===== src/rtl/restador_if.sv =====
// Operand/result bundle for the restador subtractor.
// The ovf signal exists only when RESTADOR_OVF_EN is defined.
interface restador_if #(
   parameter int WIDTH = 4
);
   logic [WIDTH-1:0] a;
   logic [WIDTH-1:0] b;
   logic [WIDTH-1:0] diff;
   logic             carri_out;
`ifdef RESTADOR_OVF_EN
   logic             ovf;
`endif

`ifdef RESTADOR_OVF_EN
   modport master (
      output a, b,
      input  diff, carri_out, ovf
   );
   modport slave (
      input  a, b,
      output diff, carri_out, ovf
   );
`else
   modport master (
      output a, b,
      input  diff, carri_out
   );
   modport slave (
      input  a, b,
      output diff, carri_out
   );
`endif
endinterface


===== src/rtl/restador.sv =====
// Registered ripple-borrow subtractor: diff = a - b, carri_out = borrow.
// Define RESTADOR_OVF_EN to add the registered signed-overflow flag ovf.
module restador #(
   parameter int WIDTH = 4
) (
   input logic       clk,
   input logic       rst,
   restador_if.slave bus
);

   logic [WIDTH-1:0] d_next;
   logic [WIDTH:0]   br;

   assign br[0] = 1'b0;

   // One full subtractor per bit; borrow ripples toward the MSB.
   for (genvar i = 0; i < WIDTH; i++) begin : g_fs
      logic ai;
      logic bi;
      assign ai        = bus.a[i];
      assign bi        = bus.b[i];
      assign d_next[i] = ai ^ bi ^ br[i];
      assign br[i+1]   = (~ai & bi)
                       | (~(ai ^ bi) & br[i]);
   end

`ifdef RESTADOR_OVF_EN
   logic ovf_next;

   // Operands of opposite sign, result sign differs from minuend.
   assign ovf_next =
      (bus.a[WIDTH-1] != bus.b[WIDTH-1])
      && (d_next[WIDTH-1] != bus.a[WIDTH-1]);

   always_ff @(posedge clk) begin
      if (rst) begin
         bus.ovf <= 1'b0;
      end else begin
         bus.ovf <= ovf_next;
      end
   end
`endif

   always_ff @(posedge clk) begin
      if (rst) begin
         bus.diff      <= '0;
         bus.carri_out <= 1'b0;
      end else begin
         bus.diff      <= d_next;
         bus.carri_out <= br[WIDTH];
      end
   end

endmodule


===== src/flat_wrapper.sv =====
// flat-port wrapper written by rule: the top's interface ports become plain ports
module restador_flat 
#(
   parameter int WIDTH = 4
)
  (clk, rst, bus_a, bus_b, bus_diff, bus_carri_out);
  restador_if #(.WIDTH(WIDTH)) bus_i ();
  input logic clk;
  input logic rst;
  input wire logic [$bits(bus_i.a)-1:0] bus_a;
  input wire logic [$bits(bus_i.b)-1:0] bus_b;
  output wire logic [$bits(bus_i.diff)-1:0] bus_diff;
  output wire logic [$bits(bus_i.carri_out)-1:0] bus_carri_out;
  assign bus_i.a = bus_a;
  assign bus_i.b = bus_b;
  assign bus_diff = bus_i.diff;
  assign bus_carri_out = bus_i.carri_out;
  restador #(.WIDTH(WIDTH)) u_core (.clk(clk), .rst(rst), .bus(bus_i));
endmodule

===== config.mk =====
export PLATFORM = sky130hd
export DESIGN_NAME = restador_flat
export DESIGN_NICKNAME = d
export VERILOG_FILES = /design/src/rtl/restador_if.sv /design/src/rtl/restador.sv /design/src/flat_wrapper.sv
export SDC_FILE = /design/constraint.sdc
export NUM_CORES = 1
export LEC_CHECK = 0
export ABC_AREA = 1
export BUFFER_PORTS_ARGS = -buffer_cell sky130_fd_sc_hd__buf_2
export CAP_MARGIN = 25
export CORE_AREA = 2 2 39 41
export DETAILED_ROUTE_END_ITERATION = 16
export DIE_AREA = 0 0 41 43
export PLACE_DENSITY = 0.44
export SETUP_SLACK_MARGIN = 0.02
export SLEW_MARGIN = 20
export SYNTH_ARGS = -nofsm -noshare
export SYNTH_HDL_FRONTEND = slang
export SYNTH_SLANG_ARGS = --single-unit

===== constraint.sdc =====
create_clock -name clk -period 4.2 [get_ports clk]
set_clock_uncertainty 0.2 [all_clocks]
set_input_delay 0 -clock clk [delete_from_list [all_inputs] [get_ports clk]]
set_output_delay 0 -clock clk [all_outputs]
set_load 0.05 [all_outputs]

==> run metrics <==
H-tree levels=1; synth cell count leaders=inv_1, dfxtp_1, nor2_1; Mapped Area=roughly 230 um^2; number of buffers created by CTS=3; Critical Path RT=roughly 4200 ps; die width=41 um; number of flops mapped to enable cells by yosys=0; Slowest-stage cell, CP=dlygate4sd3_1; cells after synthesis=23; GRT Total Usage=~6.5%; Overflow after GRT=0; nature of the critical path startpoint=input pin; number of library cell types mapped by synthesis=5; antenna-violating nets left=0; I/O Pins=15; Avg Cell Area, Syn=9.79 um^2; layout cells sized above 1=between 30% and 40%; WP data arrival=between 2000 and 2500 ps; CP Buf/Inv Count=6; Worst slew margin=a little over four fifths; warnings from Yosys=0; Final Power=153 uW; Final Max Slew Viols=0; hold_ws=~22 ps; TNS Setup=0 ps; Post-Layout Cell Count=65; hold crit path type=in2reg; Rows=14; worst-path cell chain=dlygate4sd3_1, buf_2, ha_1, inv_1, fa_1, inv_1, fa_1, inv_1, fa_1, nor2_1, dlygate4sd3_1; PortBufs=14; CTS Buffer Depth=2; Period minus WS final=between 2000 and 2500 ps; RSZ-0062 raised after global routing=false; routability cong.=between 0.6 and 0.7; met1 Use GR=around 4.6%; asr flop ratio synth=0%; area leader, netlist=dfxtp_1; first-pass GRT wire length=about 680 um; final-report hold violation count=0; Leak Pwr=0.000236 uW; Final setup viols=0; Reg clk slew, reported paths=about 40 ps; Die Area=approximately 1800 um^2; ys flop type=dfxtp_1; area added between synthesis and finish=87.2%; synthesis-stage register bit count=5; Vias/cell=3.34; Core Region=~1400 um^2; Slew @ Worst Pin=between 200 and 250 ps; worst IR drop on VDD=roughly 63 uV; final instance area=422 um^2; fmax=between 400 and 500 MHz; Placed Area=315 um^2; Final Routed Wirelength=approximately 450 um; largest cells by area after synthesis=dfxtp_1, fa_1, inv_1; drt wl/cell=6.88 um; Max Cap Viol=0; number of diodes=0; Yosys top cell area share=roughly 44%; grt met2 use=around 10%; post-synthesis sequential area ratio=44.4%; initial antenna violation count=0; CP peak stage delay=~530 ps; Syn Nets=37; starting density of the core=between 10% and 20%; # Post-CTS Setup Buffers=0; CP max FO=1; Initial DRC Count=2; CTS Sinks=5; CTS tree=built; WS Path Type=in2reg; busiest metal layer after global routing=met4; largest net degree at the start of global routing=6; CP endpoint kind=flop; count leader, synth=inv_1; PwrDens=362 nW/um^2; Final #Nets=64; status=finished clean; vias=~220; hpwl dp=about 370 um; GR met3 Demand/Resource=0%; Placed Instances=53; period utilisation layout=slightly below 60%; DRC viols=0; critical path's top delay family=buffers and inverters; die height=between 40 and 50 um; Pre-Repair DR Iteration Count=2; clock root buffer=clkbuf_4; vias in the first global route=about 220; fillcell total=between 150 and 200
==> final cells by class <==
cell class | instances | area (um^2) | share of cell area [%]
clock buffers | 4 | 26.3 | 6.23
inverters | 9 | 33.8 | 8.01
multi-input cells | 9 | 91.3 | 21.7
flip-flops and latches | 5 | 100 | 23.7
well taps | 16 | 20.0 | 4.75
repair buffers | 22 | 150 | 35.6
==> report_power, final <==
part,switching [uW],internal [uW]
Combinational,28.1,18.0
Sequential,0.812,52.5
Clock,17.6,35.8
Total,46.5,106
==> cells by family after synthesis <==
logic type               synth area share [%]
buffers and inverters                    15.0
flip-flops                               44.4
AND/OR/NAND/NOR                          8.33
adder cells (fa/ha/maj)                  32.2
==> layer usage <==
layer / vias up / routed length (um)
li1: 112 / -
met1: 93 / 148
met2: 10 / 237
met3: 2 / 42
met4: 0 / 19
met5: - / 0
==> placed cells by master, fill, tap and decap left out <==
master and count:
dfxtp_1 5, nor2_1 5, inv_1 9, buf_2 14, ha_1 1, clkbuf_1 1
clkbuf_4 3, fa_1 3, dlygate4sd3_1 8
==> registers in the layout, indices dropped and copies added (netlist names) <==
signal and cells:
u_core.bus.diff 4, u_core.bus.carri_out 1
==> per-stage QoR <==
| step | util, % | worst slack (ps) |
|---|---|---|
| after CTS | 30.5 | 1760 |
| after global routing | 30.5 | 1570 |
| after global placement | 22.8 | 2420 |
| after floorplan | - | 2580 |
| after detailed placement | 22.8 | 2400 |
| final | 30.5 | 1750 |
==> worst paths after layout <==
| check | cells after the start | start | slack (ps) | endpoint |
|---|---|---|---|---|
| min | 5 | bus_b[3] | 20 | u_core.bus.diff[3] |
| max | 11 | bus_b[0] | 1750 | u_core.bus.carri_out |
==> what timing repair did <==
item	CTS	global route
hold buffers	8	0
hold endpoints to repair	5	0
gates resized for setup	0	0
Power figures use the tool's default switching activity.
